--- config.mk ---
export PLATFORM = sky130hd
export DESIGN_NAME = decode_stage
export DESIGN_NICKNAME = d
export VERILOG_FILES = /design/src/rtl/riscv_pkg.sv /design/src/rtl/rv_decoder.sv /design/src/rtl/decode_stage.sv
export SDC_FILE = /design/constraint.sdc
export NUM_CORES = 1
export LEC_CHECK = 0
export CAP_MARGIN = 30
export CORE_ASPECT_RATIO = 1.75
export CORE_MARGIN = 1.5
export CORE_UTILIZATION = 43
export CTS_BUF_LIST = sky130_fd_sc_hd__clkbuf_16
export CTS_CLUSTER_SIZE = 28
export DETAILED_ROUTE_END_ITERATION = 8
export GPL_TIMING_DRIVEN = 0
export PLACE_DENSITY = 0.78
export REMOVE_ABC_BUFFERS = 1
export SYNTH_ARGS = -nofsm -noshare
export SYNTH_HDL_FRONTEND = slang
export SYNTH_SLANG_ARGS = --single-unit
--- constraint.sdc ---
create_clock -name clk -period 6.3 [get_ports clk]
set_input_delay 1.575 -clock clk [delete_from_list [all_inputs] [get_ports clk]]
set_output_delay 1.575 -clock clk [all_outputs]
set_load 0.01 [all_outputs]
--- src/rtl/riscv_pkg.sv ---
// riscv_pkg: shared RV32I decode types.
//  - OPC_* : major opcode values (instr[6:0])
//  - op_t  : decoded operation handed to execute
//  - imm_fmt_t / gen_imm : immediate format and its sign-extended value
//  - decoded_t : everything the decode stage needs from one instruction word
package riscv_pkg;

  localparam logic [6:0] OPC_LUI      = 7'b0110111;
  localparam logic [6:0] OPC_AUIPC    = 7'b0010111;
  localparam logic [6:0] OPC_JAL      = 7'b1101111;
  localparam logic [6:0] OPC_JALR     = 7'b1100111;
  localparam logic [6:0] OPC_BRANCH   = 7'b1100011;
  localparam logic [6:0] OPC_LOAD     = 7'b0000011;
  localparam logic [6:0] OPC_STORE    = 7'b0100011;
  localparam logic [6:0] OPC_OP_IMM   = 7'b0010011;
  localparam logic [6:0] OPC_OP       = 7'b0110011;
  localparam logic [6:0] OPC_MISC_MEM = 7'b0001111;
  localparam logic [6:0] OPC_SYSTEM   = 7'b1110011;

  // OP_NOP must stay at encoding 0: it is the reset value of ex_op.
  typedef enum logic [5:0] {
    OP_NOP, OP_LUI, OP_AUIPC, OP_JAL, OP_JALR,
    OP_BEQ, OP_BNE, OP_BLT, OP_BGE, OP_BLTU, OP_BGEU,
    OP_LB, OP_LH, OP_LW, OP_LBU, OP_LHU,
    OP_SB, OP_SH, OP_SW,
    OP_ADDI, OP_SLTI, OP_SLTIU, OP_XORI, OP_ORI, OP_ANDI,
    OP_SLLI, OP_SRLI, OP_SRAI,
    OP_ADD, OP_SUB, OP_SLL, OP_SLT, OP_SLTU, OP_XOR,
    OP_SRL, OP_SRA, OP_OR, OP_AND,
    OP_ECALL, OP_EBREAK, OP_ILLEGAL
  } op_t;

  typedef enum logic [2:0] {IMM_NONE, IMM_I, IMM_S, IMM_B, IMM_U, IMM_J} imm_fmt_t;

  typedef struct packed {
    op_t         op;
    logic [4:0]  rd;
    logic [4:0]  rs1;
    logic [4:0]  rs2;
    logic        uses_rs1;
    logic        uses_rs2;
    logic        wr_rd;
    logic [31:0] imm;
    logic        illegal;
  } decoded_t;

  function automatic logic [31:0] gen_imm(input logic [31:0] i, input imm_fmt_t fmt);
    case (fmt)
      IMM_I:   gen_imm = {{20{i[31]}}, i[31:20]};
      IMM_S:   gen_imm = {{20{i[31]}}, i[31:25], i[11:7]};
      IMM_B:   gen_imm = {{19{i[31]}}, i[31], i[7], i[30:25], i[11:8], 1'b0};
      IMM_U:   gen_imm = {i[31:12], 12'b0};
      IMM_J:   gen_imm = {{11{i[31]}}, i[31], i[19:12], i[20], i[30:21], 1'b0};
      default: gen_imm = 32'b0;
    endcase
  endfunction

endpackage

--- src/rtl/rv_decoder.sv ---
// rv_decoder: purely combinational RV32I decoder.
//  instr in  32         instruction word
//  dec   out decoded_t  operation, register fields, usage flags, immediate
// Illegal words come out as OP_ILLEGAL with no register usage, so they can
// neither stall nor mark the scoreboard.
module rv_decoder
  import riscv_pkg::*;
(
  input  logic [31:0] instr,
  output decoded_t    dec
);

  logic [6:0] opcode;
  logic [2:0] f3;
  logic [6:0] f7;
  imm_fmt_t   fmt;
  logic       bad;

  assign opcode = instr[6:0];
  assign f3     = instr[14:12];
  assign f7     = instr[31:25];

  always_comb begin
    dec          = '0;
    dec.op       = OP_NOP;
    dec.rd       = instr[11:7];
    dec.rs1      = instr[19:15];
    dec.rs2      = instr[24:20];
    fmt          = IMM_NONE;
    bad          = 1'b0;
    case (opcode)
      OPC_LUI:   begin dec.op = OP_LUI;   dec.wr_rd = 1'b1; fmt = IMM_U; end
      OPC_AUIPC: begin dec.op = OP_AUIPC; dec.wr_rd = 1'b1; fmt = IMM_U; end
      OPC_JAL:   begin dec.op = OP_JAL;   dec.wr_rd = 1'b1; fmt = IMM_J; end
      OPC_JALR: begin
        dec.op = OP_JALR; dec.uses_rs1 = 1'b1; dec.wr_rd = 1'b1; fmt = IMM_I;
        bad = (f3 != 3'b000);
      end
      OPC_BRANCH: begin
        dec.uses_rs1 = 1'b1; dec.uses_rs2 = 1'b1; fmt = IMM_B;
        case (f3)
          3'b000:  dec.op = OP_BEQ;
          3'b001:  dec.op = OP_BNE;
          3'b100:  dec.op = OP_BLT;
          3'b101:  dec.op = OP_BGE;
          3'b110:  dec.op = OP_BLTU;
          3'b111:  dec.op = OP_BGEU;
          default: bad = 1'b1;
        endcase
      end
      OPC_LOAD: begin
        dec.uses_rs1 = 1'b1; dec.wr_rd = 1'b1; fmt = IMM_I;
        case (f3)
          3'b000:  dec.op = OP_LB;
          3'b001:  dec.op = OP_LH;
          3'b010:  dec.op = OP_LW;
          3'b100:  dec.op = OP_LBU;
          3'b101:  dec.op = OP_LHU;
          default: bad = 1'b1;
        endcase
      end
      OPC_STORE: begin
        dec.uses_rs1 = 1'b1; dec.uses_rs2 = 1'b1; fmt = IMM_S;
        case (f3)
          3'b000:  dec.op = OP_SB;
          3'b001:  dec.op = OP_SH;
          3'b010:  dec.op = OP_SW;
          default: bad = 1'b1;
        endcase
      end
      OPC_OP_IMM: begin
        dec.uses_rs1 = 1'b1; dec.wr_rd = 1'b1; fmt = IMM_I;
        case (f3)
          3'b000: dec.op = OP_ADDI;
          3'b010: dec.op = OP_SLTI;
          3'b011: dec.op = OP_SLTIU;
          3'b100: dec.op = OP_XORI;
          3'b110: dec.op = OP_ORI;
          3'b111: dec.op = OP_ANDI;
          3'b001: begin dec.op = OP_SLLI; bad = (f7 != 7'b0000000); end
          default: begin
            if (f7 == 7'b0000000)      dec.op = OP_SRLI;
            else if (f7 == 7'b0100000) dec.op = OP_SRAI;
            else                       bad = 1'b1;
          end
        endcase
      end
      OPC_OP: begin
        dec.uses_rs1 = 1'b1; dec.uses_rs2 = 1'b1; dec.wr_rd = 1'b1;
        case ({f7, f3})
          10'b0000000_000: dec.op = OP_ADD;
          10'b0100000_000: dec.op = OP_SUB;
          10'b0000000_001: dec.op = OP_SLL;
          10'b0000000_010: dec.op = OP_SLT;
          10'b0000000_011: dec.op = OP_SLTU;
          10'b0000000_100: dec.op = OP_XOR;
          10'b0000000_101: dec.op = OP_SRL;
          10'b0100000_101: dec.op = OP_SRA;
          10'b0000000_110: dec.op = OP_OR;
          10'b0000000_111: dec.op = OP_AND;
          default:         bad = 1'b1;
        endcase
      end
      // FENCE has no effect on a single in-order pipe; it travels as a NOP.
      OPC_MISC_MEM: bad = (f3 != 3'b000);
      OPC_SYSTEM: begin
        if (instr == 32'h0000_0073)      dec.op = OP_ECALL;
        else if (instr == 32'h0010_0073) dec.op = OP_EBREAK;
        else                             bad = 1'b1;
      end
      default: bad = 1'b1;
    endcase
    if (instr[1:0] != 2'b11) bad = 1'b1;
    if (bad) begin
      dec.op       = OP_ILLEGAL;
      dec.uses_rs1 = 1'b0;
      dec.uses_rs2 = 1'b0;
      dec.wr_rd    = 1'b0;
      fmt          = IMM_NONE;
    end
    dec.imm     = gen_imm(instr, fmt);
    dec.illegal = bad;
  end

endmodule

--- src/rtl/decode_stage.sv ---
// decode_stage: RV32I decode between fetch and execute.
//  clk, rst (async, active-high), flush (sync kill of the ID/EX entry)
//  if_valid/if_ready/if_instr/if_pc    : fetch side
//  rf_en/rf_reg_a/rf_reg_b/rf_data_a/b : register-file read port, same-cycle data
//  wb_valid/wb_rd                      : writeback retiring a register write
//  ex_valid/ex_ready/ex_*              : single-entry ID/EX register to execute
// Handshake (both sides): a transfer happens on a cycle where valid && ready.
// While valid && !ready the producer holds valid and payload stable. if_ready
// is allowed to depend on if_instr (hazard check against the scoreboard).
module decode_stage
  import riscv_pkg::*;
#(
  parameter int XLEN     = 32,
  parameter int NUM_REGS = 32
) (
  input  logic            clk,
  input  logic            rst,
  input  logic            flush,
  input  logic            if_valid,
  output logic            if_ready,
  input  logic [31:0]     if_instr,
  input  logic [XLEN-1:0] if_pc,
  output logic            rf_en,
  output logic [5:0]      rf_reg_a,
  output logic [5:0]      rf_reg_b,
  input  logic [XLEN-1:0] rf_data_a,
  input  logic [XLEN-1:0] rf_data_b,
  input  logic            wb_valid,
  input  logic [4:0]      wb_rd,
  output logic            ex_valid,
  input  logic            ex_ready,
  output logic [XLEN-1:0] ex_pc,
  output op_t             ex_op,
  output logic [XLEN-1:0] ex_rs1_val,
  output logic [XLEN-1:0] ex_rs2_val,
  output logic [XLEN-1:0] ex_imm,
  output logic [4:0]      ex_rd,
  output logic            ex_wb_en,
  output logic            ex_illegal
);

  decoded_t dec;

  rv_decoder u_dec (.instr(if_instr), .dec(dec));

  logic                ex_valid_q, ex_valid_d;
  logic [XLEN-1:0]     ex_pc_q, ex_pc_d;
  op_t                 ex_op_q, ex_op_d;
  logic [XLEN-1:0]     ex_rs1_val_q, ex_rs1_val_d;
  logic [XLEN-1:0]     ex_rs2_val_q, ex_rs2_val_d;
  logic [XLEN-1:0]     ex_imm_q, ex_imm_d;
  logic [4:0]          ex_rd_q, ex_rd_d;
  logic                ex_wb_en_q, ex_wb_en_d;
  logic                ex_illegal_q, ex_illegal_d;
  logic [NUM_REGS-1:0] pend_q, pend_d;

  logic hazard;
  logic accept;

  // Register file is read straight from the fetched word; its own reset
  // must keep working, so the enable is never dropped.
  assign rf_en    = 1'b1;
  assign rf_reg_a = {1'b0, dec.rs1};
  assign rf_reg_b = {1'b0, dec.rs2};

  // No bypass: any pending write to a source (RAW) or to rd (WAW) stalls.
  // A writeback in this same cycle does not help yet -- the clear lands on
  // the same edge as the register-file write.
  assign hazard = (dec.uses_rs1 && pend_q[dec.rs1]) ||
                  (dec.uses_rs2 && pend_q[dec.rs2]) ||
                  (dec.wr_rd    && pend_q[dec.rd]);

  assign if_ready = (!ex_valid_q || ex_ready) && !hazard && !flush;
  assign accept   = if_valid && if_ready;

  always_comb begin
    ex_valid_d   = ex_valid_q;
    ex_pc_d      = ex_pc_q;
    ex_op_d      = ex_op_q;
    ex_rs1_val_d = ex_rs1_val_q;
    ex_rs2_val_d = ex_rs2_val_q;
    ex_imm_d     = ex_imm_q;
    ex_rd_d      = ex_rd_q;
    ex_wb_en_d   = ex_wb_en_q;
    ex_illegal_d = ex_illegal_q;
    pend_d       = pend_q;

    if (flush) begin
      ex_valid_d = 1'b0;
    end else if (accept) begin
      ex_valid_d   = 1'b1;
      ex_pc_d      = if_pc;
      ex_op_d      = dec.op;
      ex_rs1_val_d = rf_data_a;
      ex_rs2_val_d = rf_data_b;
      ex_imm_d     = XLEN'($signed(dec.imm));
      ex_rd_d      = dec.rd;
      ex_wb_en_d   = dec.wr_rd && (dec.rd != 5'd0);
      ex_illegal_d = dec.illegal;
    end else if (ex_ready) begin
      ex_valid_d = 1'b0;
    end

    // Clears first so that a same-cycle set on the same index wins.
    if (wb_valid) pend_d[wb_rd] = 1'b0;
    // A killed writer will never retire, so its reservation is dropped here.
    if (flush && ex_valid_q && ex_wb_en_q) pend_d[ex_rd_q] = 1'b0;
    if (accept && dec.wr_rd && (dec.rd != 5'd0)) pend_d[dec.rd] = 1'b1;
    pend_d[0] = 1'b0;
  end

  always_ff @(posedge clk or posedge rst) begin
    if (rst) begin
      ex_valid_q   <= 1'b0;
      ex_pc_q      <= '0;
      ex_op_q      <= OP_NOP;
      ex_rs1_val_q <= '0;
      ex_rs2_val_q <= '0;
      ex_imm_q     <= '0;
      ex_rd_q      <= '0;
      ex_wb_en_q   <= 1'b0;
      ex_illegal_q <= 1'b0;
      pend_q       <= '0;
    end else begin
      ex_valid_q   <= ex_valid_d;
      ex_pc_q      <= ex_pc_d;
      ex_op_q      <= ex_op_d;
      ex_rs1_val_q <= ex_rs1_val_d;
      ex_rs2_val_q <= ex_rs2_val_d;
      ex_imm_q     <= ex_imm_d;
      ex_rd_q      <= ex_rd_d;
      ex_wb_en_q   <= ex_wb_en_d;
      ex_illegal_q <= ex_illegal_d;
      pend_q       <= pend_d;
    end
  end

  assign ex_valid   = ex_valid_q;
  assign ex_pc      = ex_pc_q;
  assign ex_op      = ex_op_q;
  assign ex_rs1_val = ex_rs1_val_q;
  assign ex_rs2_val = ex_rs2_val_q;
  assign ex_imm     = ex_imm_q;
  assign ex_rd      = ex_rd_q;
  assign ex_wb_en   = ex_wb_en_q;
  assign ex_illegal = ex_illegal_q;

endmodule
==> results of run 1 <==
## worst reg2reg max path: cells and delay by family, from the launching register on
kind | cells | cell delay (ns)
compound gates | 2 | 0.75
mux | 4 | 1.56
buf+inv | 5 | 1.05
flops | 1 | 0.42
## cells in the mapped netlist, types with 14 or more instances
library cell and number:
a21oi_1 16, mux2i_1 17, o22ai_1 14, dfrtp_1 173, nand3_1 15, o221ai_1 32
nor2_1 30, o31ai_1 25, o21ai_0 23, mux2_2 61, nand2_1 33, mux2_4 70
mux4_2 23, inv_1 28, buf_4 15, clkbuf_1 25
## kinds of logic (layout without fill, tap and decap cells)
group,count (synthesis),in the layout,share of synthesized area
compound gates,164,164,0.1311
xor+xnor,2,2,0.001865
buf+inv,94,365,0.05208
flops,173,173,0.4608
mux,171,171,0.2583
other cells,2,3,0.0007994
simple gates,159,159,0.09510
## what timing repair did
action,CTS,global route
resized for setup,12,5
pin swaps,0,1
setup endpoints to repair,1,1
## metal layers
layer	global-route usage	routed length [µm]	vias to the layer above
met5	0	0	-
met3	0.05667	1938	121
met1	0.2714	10040	3798
met2	0.4427	15330	429
li1	-	-	3398
met4	0.1696	1744	0
## flip-flops by register name, summed over array words and instances, names as in the netlist, 5 cells and up
| name | count |
|---|---|
| ex_rs2_val | 32 |
| ex_imm | 32 |
| ex_rd | 5 |
| pend_q | 31 |
| ex_op | 6 |
| ex_pc | 32 |
| ex_rs1_val | 32 |
## cell usage in the layout (no fill, tap or decap), drive strengths merged, types with 6 or more instances in the layout
cell type / instances
mux4: 23
buf: 14
nand2b: 11
o221ai: 32
nand3: 15
nor2b: 7
a21o: 9
mux2: 131
nor2: 30
clkbuf: 18
o22ai: 14
nand2: 33
mux2i: 17
o21ai: 23
or3: 6
clkdlybuf4s50: 284
nor3: 11
clkinv: 7
dlygate4sd2: 6
nand3b: 10
dfrtp: 173
inv: 32
a21oi: 17
or3b: 7
o31ai: 25
## stage by stage
| stage | utilization | hold slack, ns | setup TNS, ns | worst slack [ns] |
|---|---|---|---|---|
| floorplan | - | 0.5423 | -344.69 | -2.506 |
| global placement | 0.5718 | 0.4890 | -1271.36 | -6.217 |
| detailed placement | 0.5829 | 0.4926 | -1.365 | -0.4146 |
| CTS | 0.6114 | 0.5096 | 0 | 0.01493 |
| global route | 0.6133 | 0.5169 | 0 | 0.01030 |
| finish | 0.6133 | 0.5064 | 0 | 0.1196 |
## area by class of cell
| cell class | instances | area [µm²] |
|---|---|---|
| clock buffers | 17 | 425.4 |
| clock inverters | 15 | 168.9 |
| fillers | 1753 | 8313 |
| inverters | 28 | 112.6 |
| multi-input cells | 499 | 4632 |
| flip-flops and latches | 173 | 4329 |
| well taps | 292 | 365.4 |
| repair buffers | 305 | 3152 |
## path summary, 6_finish.rpt
path                                   startpoint                         end  slack (ns)  cells after the start
max                                  if_instr[31]                    if_ready        0.12                      9
min                        ex_imm[13]$_DFFE_PP0P_      ex_imm[13]$_DFFE_PP0P_        0.51                      1
max reg2reg                   pend_q[7]$_DFF_PP0_       ex_pc[24]$_DFFE_PP0P_        2.41                     11
min reg2reg                ex_imm[13]$_DFFE_PP0P_      ex_imm[13]$_DFFE_PP0P_        0.51                      1
max in group asynchronous                     rst  ex_rs2_val[12]$_DFFE_PP0P_        3.81                      3
min in group asynchronous                     rst  ex_rs2_val[10]$_DFFE_PP0P_        1.62                      2
## report_power, final
group          internal (mW)  leakage, nW  switching, mW  total (mW)
clock                  0.623        0.293          0.466        1.09
combinational          0.469         3.06          0.309       0.778
sequential              1.23         2.18         0.0818        1.31
total                   2.32         5.53          0.857        3.18
==> flow_summary_export.csv, run 1 <==
group,metric,value,unit
run_status,outcome,"completed",
route,postRouteAntennaNets,0,
logic_synthesis,synth.top_cell.area_share,0.4608,
layout,finalInstanceArea,13190,µm²
floorplan,fp-row-count,71,
logic_synthesis,syn_inst,765,
clocking,clockBufferDepth,2,
critical_path,arrival,4.61,ns
critical_path,crit_slowest_cell,"clkdlybuf4s50_1",
route,via_count,7746,
floorplan,core,21500,µm²
logic_synthesis,synth_top_cell_by_area,"dfrtp_1",
clocking,cts.sinks,173,
layout,area_delta_synth_final,40.36,%
logic_synthesis,ys_ff_latch,173,
route,wl_per_cell,21.85,µm
clocking,cts_buffers,17,
floorplan,initial_core_util,0.4370,
flow_run,drv_cap,0,
clocking,cts.clk_slew.worst_paths,0.06,ns
clocking,cts_tree,"yes",
placed_design,port_buffers,291,
critical_path,start_kind,"primary input",
timing,maxSlewViolCount,0,
timing,finalHoldViolCount,0,
clocking,cts_hold_buf,0,
floorplan,die_x,114.7,µm
clocking,htreeDepth,4,
worst_hold_path,hp-class,"reg -> reg",
timing,max_freq,161.8,MHz
timing,period_needed,6.180,ns
route,drt-total-wl,29040,µm
timing,rsz0062_at_grt,"no",
floorplan,die_height,198.5,µm
placed_design,gp_congestion,0.9669,
timing,worst_pin_slew,0.9871,ns
timing,min_period_over_period,0.9810,
layout,n_antenna_cell,0,
logic_synthesis,synthTopCellsByArea,"dfrtp_1 46%, mux2_4 11%, mux2_2 7.3%, mux4_2 5.5%, o221ai_1 3.0%",
global_route,grt_max_degree,92,
critical_path,worstSetupEndpointType,"output pin",
route,first_iter_violations,706,
layout,final_cells,1329,
route,vias_per_cell,5.828,
global_route,grt_pass1_vias,8037,
critical_path,cp_cell_sequence,"clkdlybuf4s50_1 > or4_1 > nor3_4 > a2111oi_0 > buf_1 > nand4bb_2 > nor3_4 > a21boi_0 > clkdlybuf4s50_1",
layout,num-nets-final,1163,
placed_design,dp.cells,1296,
global_route,overflow,0,
logic_synthesis,synth_edf_count,0,
critical_path,crit_family,"simple AND/OR/NAND/NOR gates",
logic_synthesis,synthArstFlopShare,1.000,
layout,drive_gt1_frac,0.2141,
placed_design,place_area,12530,µm²
timing,skew,0.01803,ns
critical_path,required,4.72,ns
placed_design,hpwl,21320,µm
route,drcViolationCount,0,
logic_synthesis,synth_area,9394,µm²
global_route,grt_use_total,0.2537,
power,leakage,5.533,nW
power,totalPowerFinal,3.180,mW
floorplan,design.die.area,22780,µm²
power,peakVddDrop,169.8,µV
floorplan,ioPinCount,295,
timing,setup_violations,0,
logic_synthesis,syn_avg_cell_area,12.28,µm²
global_route,grt_pass1_wl,44020,µm
timing,relSlewSlack,0.3419,
logic_synthesis,synth.distinct_cells,68,
clocking,clk_latency,0.44,ns
logic_synthesis,ys_seq_area_frac,0.4608,
critical_path,worstSetupPathType,"in -> out",
logic_synthesis,ys.flop_type,"dfrtp_1",
logic_synthesis,yosysWarningCount,0,
clocking,postCtsSetupBuffers,0,
route,drt_pre_antenna_iters,6,
critical_path,worst-path-max-fanout,5,
power,power.density,241.2,nW/µm²
global_route,antenna_found_initial,0,
critical_path,max_stage_delay,0.58,ns
critical_path,worst-path-buf-inv,3,
clocking,cts_root_buf,"clkbuf_16",
Note: power is estimated with default switching activity, not from simulation.
==> inputs of run 2 (changes only) <==
--- a/config.mk
+++ b/config.mk
@@ -10,6 +10,7 @@
 export CORE_MARGIN = 1.5
 export CORE_UTILIZATION = 43
 export CTS_BUF_LIST = sky130_fd_sc_hd__clkbuf_16
+export CTS_CLUSTER_DIAMETER = 30
 export CTS_CLUSTER_SIZE = 28
 export DETAILED_ROUTE_END_ITERATION = 8
 export GPL_TIMING_DRIVEN = 0
==> results of run 2 <==
Same layout as run 1: the final DEF is identical, and so are final timing and power.
==> inputs of run 3 (changes only) <==
--- a/config.mk
+++ b/config.mk
@@ -7,11 +7,10 @@
 export LEC_CHECK = 0
 export CAP_MARGIN = 30
 export CORE_ASPECT_RATIO = 1.75
-export CORE_MARGIN = 1.5
 export CORE_UTILIZATION = 43
 export CTS_BUF_LIST = sky130_fd_sc_hd__clkbuf_16
 export CTS_CLUSTER_DIAMETER = 30
-export CTS_CLUSTER_SIZE = 28
+export CTS_CLUSTER_SIZE = 30
 export DETAILED_ROUTE_END_ITERATION = 8
 export GPL_TIMING_DRIVEN = 0
 export PLACE_DENSITY = 0.78
==> flow_summary_export.csv, run 3 (same netlist as run 1, synthesis figures left out) <==
group,metric,value,unit
global_route,grt_use_total,0.2622,
layout,multi_input_area,4632,µm²
route,wl_met3,1723,µm
layout,nFillCells,1770,
power,peakVddDrop,211.2,µV
route,vias_per_cell,5.877,
clocking,cts_root_buf,"clkbuf_16",
global_route,overflow,0,
clocking,htreeDepth,4,
global_route,grt_max_degree,95,
clocking,cts_tree,"yes",
layout,final_common_cell,"clkdlybuf4s50_1",
power,leakage,5.484,nW
route,drt-met1-wl,10070,µm
route,via_count,7804,
power,p_int,2.238,mW
timing,finalHoldViolCount,0,
critical_path,worst-path-buf-inv,3,
timing,rsz0062_at_grt,"no",
clocking,cts.clk_slew.worst_paths,0.06,ns
route,drcViolationCount,0,
power,seq_power_share,0.425,
power,clockPowerShare,0.324,
floorplan,design.die.area,22470,µm²
layout,finalInstanceArea,13090,µm²
critical_path,required,4.72,ns
floorplan,core,21500,µm²
flow_run,drv_cap,0,
route,first_iter_violations,743,
placed_design,place_area,12480,µm²
timing,maxSlewViolCount,0,
route,drt-total-wl,29060,µm
floorplan,ioPinCount,295,
power,net-switching-power,850.9,µW
timing,period_needed,6.194,ns
run_status,outcome,"completed",
route,wl_per_cell,21.88,µm
critical_path,start_kind,"primary input",
floorplan,die_x,113.7,µm
clocking,clockBufferDepth,2,
layout,area_delta_synth_final,39.30,%
clocking,cts_buffers,17,
placed_design,port_buffers,291,
global_route,antenna_found_initial,0,
critical_path,crit_family,"buffers and inverters",
critical_path,max_stage_delay,0.82,ns
layout,num-nets-final,1162,
timing,skew,0.007778,ns
timing,max_freq,161.4,MHz
route,route.met2.wl,15540,µm
placed_design,hpwl,21150,µm
critical_path,arrival,4.62,ns
layout,seqCellArea,4329,µm²
critical_path,crit_slowest_cell,"clkdlybuf4s50_1",
layout,final_util,0.6087,
clocking,clk_latency,0.43,ns
clocking,cts_hold_buf,0,
power,totalPowerFinal,3.089,mW
worst_hold_path,hp-class,"reg -> reg",
layout,layout.cells.most_common_list,"284 x clkdlybuf4s50_1, 173 x dfrtp_1, 70 x mux2_4",
timing,setup_violations,0,
route,top_layer_used,"met4",
critical_path,worst-path-max-fanout,8,
global_route,grt_pass1_vias,8150,
power,pwr-share-comb,0.251,
layout,n_antenna_cell,0,
timing,hold_ws,0.5067,ns
floorplan,initial_core_util,0.4370,
floorplan,die_height,197.5,µm
timing,finalSetupTns,0,ns
clocking,cts.sinks,173,
timing,relSlewSlack,0.3284,
critical_path,cp_cell_sequence,"clkdlybuf4s50_1 > inv_1 > mux4_2 > mux4_2 > or3b_1 > o211ai_2 > a21boi_0 > clkdlybuf4s50_1",
floorplan,fp-row-count,71,
power,power.density,236.1,nW/µm²
layout,drive_gt1_frac,0.2143,
route,postRouteAntennaNets,0,
critical_path,worstSetupPathType,"in -> out",
route,drt_pre_antenna_iters,7,
global_route,grt_pass1_wl,44620,µm
placed_design,gp_congestion,1.004,
timing,worst_pin_slew,1.006,ns
critical_path,worstSetupEndpointType,"output pin",
timing,min_period_over_period,0.9832,
power,switching_share,0.2755,
[run 3: metal layers]
layer  vias to the layer above  track usage
li1                       3404            -
met1                      3838       0.2758
met2                       433       0.4693
met3                       129      0.05063
met4                         0       0.1735
met5                         -            0
[run 3: power by group through the flow]
stage	registers [mW]	logic (mW)	clock network (mW)
after floorplan	1.37	0.282	0
after global placement	1.32	0.781	0
after detailed placement	1.33	0.776	0
after CTS	1.31	0.780	1.02
after global routing	1.33	0.819	1.06
final	1.31	0.776	1.00
[run 3: cell type report]
| class | count | share of cell area |
|---|---|---|
| clock buffer | 17 | 0.03251 |
| timing repair buffer | 304 | 0.2366 |
| multi-input combinational | 499 | 0.3540 |
| tap | 292 | 0.02792 |
| clock inverter | 15 | 0.009561 |
| sequential | 173 | 0.3308 |
| inverter | 28 | 0.008605 |
[run 3: repair_timing]
action                     CTS  global route
resized for setup           12             7
pin swaps                    0             1
setup buffers                0             2
cloned                       0             0
setup endpoints to repair    1             1
[run 3: worst paths after layout]
path,from,to,slack (ns),cells after the start
worst max-delay path,if_instr[22],if_ready,0.11,8
max in group asynchronous,rst,pend_q[23]$_DFF_PP0_,3.82,3
worst max register to register,pend_q[14]$_DFF_PP0_,ex_rs2_val[17]$_DFFE_PP0P_,2.83,9
worst min-delay path,ex_imm[14]$_DFFE_PP0P_,ex_imm[14]$_DFFE_PP0P_,0.51,1
worst min register to register,ex_imm[14]$_DFFE_PP0P_,ex_imm[14]$_DFFE_PP0P_,0.51,1
min in group asynchronous,rst,ex_rs2_val[20]$_DFFE_PP0P_,1.60,2
[run 3: per-stage QoR]
step | cells | setup slack [ns]
after global routing | 1328 | 0.006663
after CTS | 1326 | 0.01751
after global placement | 1283 | -6.205
final | 1328 | 0.1058
after floorplan | 700 | -2.506
after detailed placement | 1294 | -0.5228
